### src/rtl/jk_count_if.sv
// Bus between the JK excitation driver and its surroundings: control inputs,
// the feedback from the external JK bank, and the excitation/status outputs.
interface jk_count_if #(
  parameter int WIDTH = 4
);
  logic             En;
  logic             Up;
  logic             Load;
  logic [WIDTH-1:0] D;
  logic [WIDTH-1:0] Q_fb;
  logic [WIDTH-1:0] J;
  logic [WIDTH-1:0] K;
  logic [WIDTH-1:0] Cnt;
  logic             Tc;
  logic             Err;

  // Environment side: drives control and bank feedback, observes excitation.
  modport master (
    output En, Up, Load, D, Q_fb,
    input  J, K, Cnt, Tc, Err
  );

  // Driver side: the jk_count_driver block.
  modport slave (
    input  En, Up, Load, D, Q_fb,
    output J, K, Cnt, Tc, Err
  );
endinterface

### src/rtl/jk_count_driver.sv
// JK excitation generator: keeps a shadow modulo-MOD up/down count and drives
// J/K so an external JK bank follows it; flags any divergence of the bank's Q.
module jk_count_driver #(
  parameter int WIDTH = 4,
  parameter int MOD   = 10
) (
  input  logic     Clk,
  input  logic     Rst,
  jk_count_if.slave bus
);

  // The load-range compare is one bit wider because the modulus may equal 2**WIDTH.
  localparam logic [WIDTH:0]   MOD_C = (WIDTH+1)'(MOD);
  localparam logic [WIDTH-1:0] MAX_C = WIDTH'(MOD - 1);
  localparam logic [WIDTH-1:0] ZERO_C = {WIDTH{1'b0}};
  localparam logic [WIDTH-1:0] ONES_C = {WIDTH{1'b1}};

  logic [WIDTH-1:0] cnt_r;
  logic             err_r;
  logic [WIDTH-1:0] nxt_s;
  logic             load_bad_s;
  logic [WIDTH-1:0] j_s;
  logic [WIDTH-1:0] k_s;
  logic             tc_s;
  logic             err_nxt_s;

  // Next-count selection in priority order: reset, load, count, hold.
  always_comb begin
    nxt_s      = cnt_r;
    load_bad_s = 1'b0;
    if (Rst) begin
      nxt_s = ZERO_C;
    end else if (bus.Load) begin
      if ({1'b0, bus.D} < MOD_C) begin
        nxt_s = bus.D;
      end else begin
        nxt_s      = ZERO_C;
        load_bad_s = 1'b1;
      end
    end else if (bus.En) begin
      if (bus.Up) begin
        if (cnt_r == MAX_C) begin
          nxt_s = ZERO_C;
        end else begin
          nxt_s = cnt_r + WIDTH'(1);
        end
      end else begin
        if (cnt_r == ZERO_C) begin
          nxt_s = MAX_C;
        end else begin
          nxt_s = cnt_r - WIDTH'(1);
        end
      end
    end else begin
      nxt_s = cnt_r;
    end
  end

  // Excitation: set bits that rise, reset bits that fall; during reset clear the whole bank.
  always_comb begin
    j_s = ZERO_C;
    k_s = ZERO_C;
    if (Rst) begin
      j_s = ZERO_C;
      k_s = ONES_C;
    end else begin
      j_s = ~cnt_r & nxt_s;
      k_s =  cnt_r & ~nxt_s;
    end
  end

  // Terminal count: the next enabled step in the current direction wraps.
  always_comb begin
    tc_s = 1'b0;
    if (bus.En && !bus.Load && !Rst) begin
      tc_s = (bus.Up && (cnt_r == MAX_C)) || (!bus.Up && (cnt_r == ZERO_C));
    end else begin
      tc_s = 1'b0;
    end
  end

  // Sticky error: bank feedback mismatch or an out-of-range load.
  always_comb begin
    err_nxt_s = err_r;
    if (Rst) begin
      err_nxt_s = 1'b0;
    end else begin
      err_nxt_s = err_r | (bus.Q_fb != cnt_r) | load_bad_s;
    end
  end

  // State register: shadow count and error flag.
  always_ff @(posedge Clk) begin
    cnt_r <= nxt_s;
    err_r <= err_nxt_s;
  end

  assign bus.J   = j_s;
  assign bus.K   = k_s;
  assign bus.Tc  = tc_s;
  assign bus.Cnt = cnt_r;
  assign bus.Err = err_r;

endmodule

### src/flat_wrapper.sv
// flat-port wrapper written by rule: the top's interface ports become plain ports
module jk_count_driver_flat 
#(
  parameter int WIDTH = 4,
  parameter int MOD   = 10
)
  (Clk, Rst, bus_En, bus_Up, bus_Load, bus_D, bus_Q_fb, bus_J, bus_K, bus_Cnt, bus_Tc, bus_Err);
  jk_count_if #(.WIDTH(WIDTH)) bus_i ();
  input  logic Clk;
  input  logic Rst;
  input wire logic [$bits(bus_i.En)-1:0] bus_En;
  input wire logic [$bits(bus_i.Up)-1:0] bus_Up;
  input wire logic [$bits(bus_i.Load)-1:0] bus_Load;
  input wire logic [$bits(bus_i.D)-1:0] bus_D;
  input wire logic [$bits(bus_i.Q_fb)-1:0] bus_Q_fb;
  output wire logic [$bits(bus_i.J)-1:0] bus_J;
  output wire logic [$bits(bus_i.K)-1:0] bus_K;
  output wire logic [$bits(bus_i.Cnt)-1:0] bus_Cnt;
  output wire logic [$bits(bus_i.Tc)-1:0] bus_Tc;
  output wire logic [$bits(bus_i.Err)-1:0] bus_Err;
  assign bus_i.En = bus_En;
  assign bus_i.Up = bus_Up;
  assign bus_i.Load = bus_Load;
  assign bus_i.D = bus_D;
  assign bus_i.Q_fb = bus_Q_fb;
  assign bus_J = bus_i.J;
  assign bus_K = bus_i.K;
  assign bus_Cnt = bus_i.Cnt;
  assign bus_Tc = bus_i.Tc;
  assign bus_Err = bus_i.Err;
  jk_count_driver #(.WIDTH(WIDTH), .MOD(MOD)) u_core (.Clk(Clk), .Rst(Rst), .bus(bus_i));
endmodule
### config.mk
export PLATFORM = sky130hd
export DESIGN_NAME = jk_count_driver_flat
export DESIGN_NICKNAME = d
export VERILOG_FILES = /design/src/rtl/jk_count_if.sv /design/src/rtl/jk_count_driver.sv /design/src/flat_wrapper.sv
export SDC_FILE = /design/constraint.sdc
export NUM_CORES = 1
export LEC_CHECK = 0
export CORE_MARGIN = 5
export CORE_UTILIZATION = 37
export DETAILED_ROUTE_END_ITERATION = 10
export PLACE_DENSITY = 0.74
export SLEW_MARGIN = 20
export SYNTH_ARGS = -nofsm -noshare
export SYNTH_HDL_FRONTEND = slang
export SYNTH_SLANG_ARGS = --single-unit
### constraint.sdc
create_clock -name Clk -period 2.1 [get_ports Clk]
set_clock_uncertainty 0.2 [all_clocks]
set_input_delay 0.315 -clock Clk [delete_from_list [all_inputs] [get_ports Clk]]
set_output_delay 0.315 -clock Clk [all_outputs]
set_load 0.005 [all_outputs]
Word level (Yosys, flattened, before mapping)

Index checks and enable logic that the tools add are counted.

Bits of input ports: 13
Logic and storage cells: 35
Output and inout port bits: 14
Register bits after elaboration: 5

$lt $le $gt $ge: 1
Mux-type cells: 13
Equal/unequal tests: 2
Reductions and logical operators: 9
Add/subtract/negate cells: 2
Bitwise logic cells: 6

Operators by type and width:

| operator                                                            | count |
|---|---|
| 4-bit 2-to-1 mux                                                    | 9 |
| 4-bit bitwise AND                                                   | 2 |
| 4-bit NOT                                                           | 2 |
| 4-bit by 1-bit adder with 4-bit output (second input constant)      | 1 |
| 4-bit equality test (second input constant)                         | 1 |
| 1-bit logical AND                                                   | 4 |
| 4-bit logical NOT                                                   | 1 |
| 4-bit less-than comparator (second input constant)                  | 1 |
| 1-bit 2-to-1 mux                                                    | 4 |
| 4-bit != test                                                       | 1 |
| 4-bit by 1-bit subtractor with 4-bit output (second input constant) | 1 |
| 1-bit logical NOT                                                   | 3 |
| 1-bit OR                                                            | 2 |
| 1-bit logical OR                                                    | 1 |

Logic depth before layout (Yosys ltp)

Depth after elaboration: 9
Depth in mapped cells: 7
Gate-level depth less buffers: 6

Worst setup path after synthesis

OpenSTA, ideal clock, no wires.

Path kind: reg2out
Start: register u_core.cnt_r[0] (netlist: u_core.bus.Cnt[0])
End: output bus_K[1]
Stages on the path, launching flop included: 8
Arrival: 1,613 ps
Required time: 1,585 ps
Path buffers: 1
Path slack: -28 ps
Cell sequence: dfxtp_1 > clkbuf_2 > inv_1 > ha_1 > nor3b_1 > o31ai_1 > nand2_1 > a221o_1

Word-level cells in the longest chain between the ends: 9
Elaborated cells on any way between the ends: 13
Those cells by class: 2 x add/sub; 1 x eq/ne; 7 x mux; 2 x bitwise; 1 x reduce/logical

Ends and longest elaborated chain:

| item                                                                      | line                                         | RTL |
|---|---|---|
| from (decl)                                                               | jk_count_driver.sv:18                        | `logic [WIDTH-1:0] cnt_r;` |
| from (signal assigned)                                                    | jk_count_driver.sv:94                        | `cnt_r <= nxt_s;` |
| 4-bit by 1-bit subtractor with 4-bit output, or another cell as far along | jk_count_driver.sv:51                        | `nxt_s = cnt_r - WIDTH'(1);` |
| 4-bit 2-to-1 mux, on equally long branches                                | jk_count_driver.sv:48, jk_count_driver.sv:42 |  |
| 4-bit 2-to-1 mux *                                                        | jk_count_driver.sv:41                        | `if (bus.Up) begin` |
| 4-bit 2-to-1 mux *                                                        | jk_count_driver.sv:40                        | `end else if (bus.En) begin` |
| 4-bit 2-to-1 mux *                                                        | jk_count_driver.sv:33                        | `end else if (bus.Load) begin` |
| 4-bit 2-to-1 mux *                                                        | jk_count_driver.sv:31                        | `if (Rst) begin` |
| 4-bit NOT *                                                               | jk_count_driver.sv:68                        | `k_s = cnt_r & ~nxt_s;` |
| 4-bit bitwise AND *                                                       | jk_count_driver.sv:68                        |  |
| 4-bit 2-to-1 mux *                                                        | jk_count_driver.sv:63                        | `if (Rst) begin` |
| to (decl)                                                                 | flat_wrapper.sv:17                           | `output wire logic [$bits(bus_i.K)-1:0] bus_K;` |

Mark *: on every way between the ends. The rest lies on a longest branch, timed or not.

Worst setup path in the final report

Start: register u_core.cnt_r[1] (netlist: u_core.bus.Cnt[1])
End: output bus_J[1]

Word-level cells in the longest chain between the ends: 8
Elaborated cells on any way between the ends: 13
Those cells by class: 2 x add/sub; 1 x eq/ne; 7 x mux; 2 x bitwise; 1 x reduce/logical

Ends and longest elaborated chain:

| item                                                                      | line                                         | RTL |
|---|---|---|
| 4-bit by 1-bit subtractor with 4-bit output, or another cell as far along | jk_count_driver.sv:51                        |  |
| 4-bit 2-to-1 mux, on equally long branches                                | jk_count_driver.sv:48, jk_count_driver.sv:42 |  |
| 4-bit 2-to-1 mux                                                          | jk_count_driver.sv:41                        |  |
| 4-bit 2-to-1 mux                                                          | jk_count_driver.sv:40                        |  |
| 4-bit 2-to-1 mux                                                          | jk_count_driver.sv:33                        |  |
| 4-bit 2-to-1 mux                                                          | jk_count_driver.sv:31                        |  |
| 4-bit bitwise AND *                                                       | jk_count_driver.sv:67                        | `j_s = ~cnt_r & nxt_s;` |
| 4-bit 2-to-1 mux *                                                        | jk_count_driver.sv:63                        |  |
| to (decl)                                                                 | flat_wrapper.sv:16                           | `output wire logic [$bits(bus_i.J)-1:0] bus_J;` |

Marks and branches as above.

==> impl_results.md <==
- Outcome: finished, violations left
- Failing checks: setup timing
- Share of layout cells above drive strength 1: 51.05%
- WP data arrival: 1.90 ns
- Antenna cell count: 0
- Synthesized area: between 600 and 700 um2
- Type of destination of the critical path: output port
- Height of the die: a little over 50 um
- Slowest CP cell: dfxtp_2
- Post-synth cell types: 39
- Slew HR: 75.03%
- Setup violators final: 8
- Maximum number of buffers from clock root to sink: 2
- Number of I/O port buffers: 26
- Worst-path maximum fanout: 5
- Number of instances in the placed design: 143
- Leakage component of the power: approximately 0.00059 uW
- Top area cells in the synthesized netlist: dfxtp_1 (16%), ha_1 (6.0%), xor2_1 (5.6%)
- Final Max Slew Viols: 0
- Post-place setup slack: -0.6911 ns
- Root buffer cell: clkbuf_4
- Cells after Synth: 86
- Cells traversed along the worst timing path: inv_2, ha_4, nor3b_1, o31ai_1, nand2_1, buf_6, o41ai_4, buf_2
- Post-synth net total: 102
- GR Util All Layers: a little under a quarter
- Overflow after GRT: 0
- Gate family responsible for the most delay along the worst path: compound AO/OA/AOI/OAI gates
- Via density per instance: about 6.1
- EDFF count, synth: 0
- Placed inst area: 1033 um2
- Syn. warnings: 0
- Portion of the post-synthesis area used by sequential elements: 15.94%
- Stage delay of the slowest cell on the critical path: 0.34 ns
- Routability congestion estimate: 0.8485
- Startpoint of the lowest-slack register-to-register path: u_core.bus.Cnt[1]$_DFF_P_
- Count of maximum capacitance violations: 0
- Hold Crit Class: register to register
- Worst path bufs/invs: 3
- DRC marker count from the first detailed-route iteration: 25
- Clock tree from TritonCTS: done
- Time the final worst path needs with I/O delays and setup: around 2.4 ns
- CTS H-tree lvls: 1
- RSZ-0062 raised after global routing: true
- Proportion of register bits with asynchronous set or reset after synthesis: 0%
- Core footprint: 1559 um2
- Wire length of the first global-routing pass: 4.491 mm
- Worst vdd rail ir drop: 0.3520 mV
- First-pass iteration count of the detailed router: 4
- Number of global-route vias before repair: 955
- Area Growth Syn to Fin: 105.2%
- Number of standard cells in the layout, taps in and fillers out: 159
- Slew at the pin with the worst max-slew slack: roughly 0.37 ns
- Clock-pin transition on the worst setup and hold timing paths: 0.05 ns
- Vias after detailed routing: 976
- Number of routed nets with antenna violations: 0
- Clock Sinks: 5
- Power density over cell area: 421.1 nW/um2
- Number of nets in the final layout: between 150 and 200
- Number of buffers added by the clock tree synthesis step: 3
- Number of remaining DRC errors: 0
- Data required time at the worst endpoint: ~1.6 ns
- Die Width: 51.20 um
- Flip-flop cell with the highest count after synthesis: dfxtp_1
- Worst skew pair latency: 0.26 ns
- Initial antenna violation count: 0
- Post-detailed-route wirelength per cell: 19.92 um
- Number of cell rows: 14
- DP HPWL: 1.691 mm
- Critical setup path kind: register to output port
- Critical path origin: u_core.bus.Cnt[1]$_DFF_P_
- Fin worst setup slack: -0.3104 ns
- Largest net degree at the start of global routing: 11
- Hold Startpoint: u_core.bus.Err$_SDFF_PP0_
- Total Die Area: 2621 um2
- Overall routed net length: 3.168 mm
- Count of boundary I/O pins: 27
- Number of hold violations in the final report: 0
- Number of flip-flops and latches in the synthesized netlist: 5
- Mean instance size in the synthesized netlist: 7.304 um2
- Share of the synthesized area in the top cell type: between 10% and 20%
- Achievable frequency: 414.9 MHz
- Final design instance area without fill: 1289 um2
- Cell taking the most area after synthesis: dfxtp_1
- Initial core utilization: 40.29%
- Share of the clock period used by the worst path after layout: 114.8%
- Kind of start point of the critical path: register
==> cells in the final DEF (no fill, tap or decap), types with 2 or more instances in the layout <==
cell type	count
clkbuf_4	3
a21oi_1	2
a21boi_0	2
dfxtp_2	4
dlygate4sd2_1	7
a31oi_4	2
inv_2	3
inv_1	3
nand2b_1	3
nand2_1	3
ha_4	2
a211oi_1	2
clkdlybuf4s50_1	10
o22a_1	2
xor2_1	4
buf_2	8
buf_6	7
nor2_1	7
and3_1	2
buf_4	27
nor3b_1	3
o21ai_1	4
a21o_1	3
==> worst paths after layout <==
kind | depth (start not counted) | endpoint | slack [ns]
setup / recovery | 8 | bus_J[1] | -0.31
hold / removal | 2 | u_core.bus.Err$_SDFF_PP0_ | 0.32
setup reg to reg | 8 | u_core.bus.Cnt[1]$_DFF_P_ | 0.16
hold reg to reg | 2 | u_core.bus.Err$_SDFF_PP0_ | 0.32
==> metal layers <==
layer	global-route usage, %	vias to the layer above	routed length [um]
met5	0	-	0
met4	6.726	0	127
met3	8.140	18	282
met2	43.13	59	1647
met1	23.21	467	1111
li1	-	432	-
==> area by class of cell <==
cell class	instances	area, um2
Timing Repair Buffer	60	488.0
Inverter	6	22.52
Fill cell	90	270.3
Clock buffer	4	26.28
Sequential cell	5	105.1
Multi-Input combinational cell	68	626.9
Tap cell	16	20.02
==> cells by family after synthesis <==
group,Yosys count,share of synthesized area [%]
compound gates,30,34.86
flops,5,15.94
fa+ha+maj,3,5.977
xor+xnor,4,5.577
simple gates,31,27.49
buf+inv,13,10.16
==> registers in the layout, summed over array words and instances (netlist names) <==
register and cells:
u_core.bus.Cnt 4, u_core.bus.Err 1
==> power by group <==
| group | leakage, uW | total, uW | internal, uW | switching [uW] |
|---|---|---|---|---|
| Sequential | 0.0000429 | 113 | 104 | 9.59 |
| Combinational | 0.000531 | 304 | 163 | 142 |
| Clock | 0.0000150 | 125 | 72.7 | 52.7 |
| Total | 0.000589 | 543 | 339 | 204 |
==> through the flow <==
stage	TNS (ns)	hold slack (ns)	power [uW]	utilization, %
3_5_place_dp	-5.408	0.3112	327.7	66.29
2_1_floorplan	0	0.2953	214.2	-
6_report	-1.428	0.3214	542.7	82.66
3_3_place_gp	-5.108	0.3026	322.5	66.29
4_1_cts	-1.221	0.3225	499.4	78.81
5_1_grt	-2.157	0.3462	577.8	82.66
==> synthesized netlist by cell type, types with 3 or more instances <==
master    count
xor2_1        4
nor2_1        8
nand2b_1      3
nor3b_1       4
dfxtp_1       5
inv_1         6
a211oi_1      3
a21o_1        3
a31oi_1       3
o21ai_0       5
ha_1          3
nand2_1       4
==> worst register-to-register path, cell delays in order, from the launching register on <==
cell and delay (ns):
dfxtp_2 0.34, inv_2 0.06, ha_4 0.17, nor3b_1 0.15, o31ai_1 0.27, nand2_1 0.15
buf_6 0.14, buf_4 0.12, a211oi_1 0.24
==> repair_timing <==
action | 4_1_cts | 5_1_grt
hold buffers | 0 | 0
gates cloned | 0 | 0
setup buffers | 8 | 4
endpoints found under the setup margin | 9 | 10
pin swaps | 18 | 13
gates resized for setup | 73 | 14
Power figures use the tool's default switching activity.
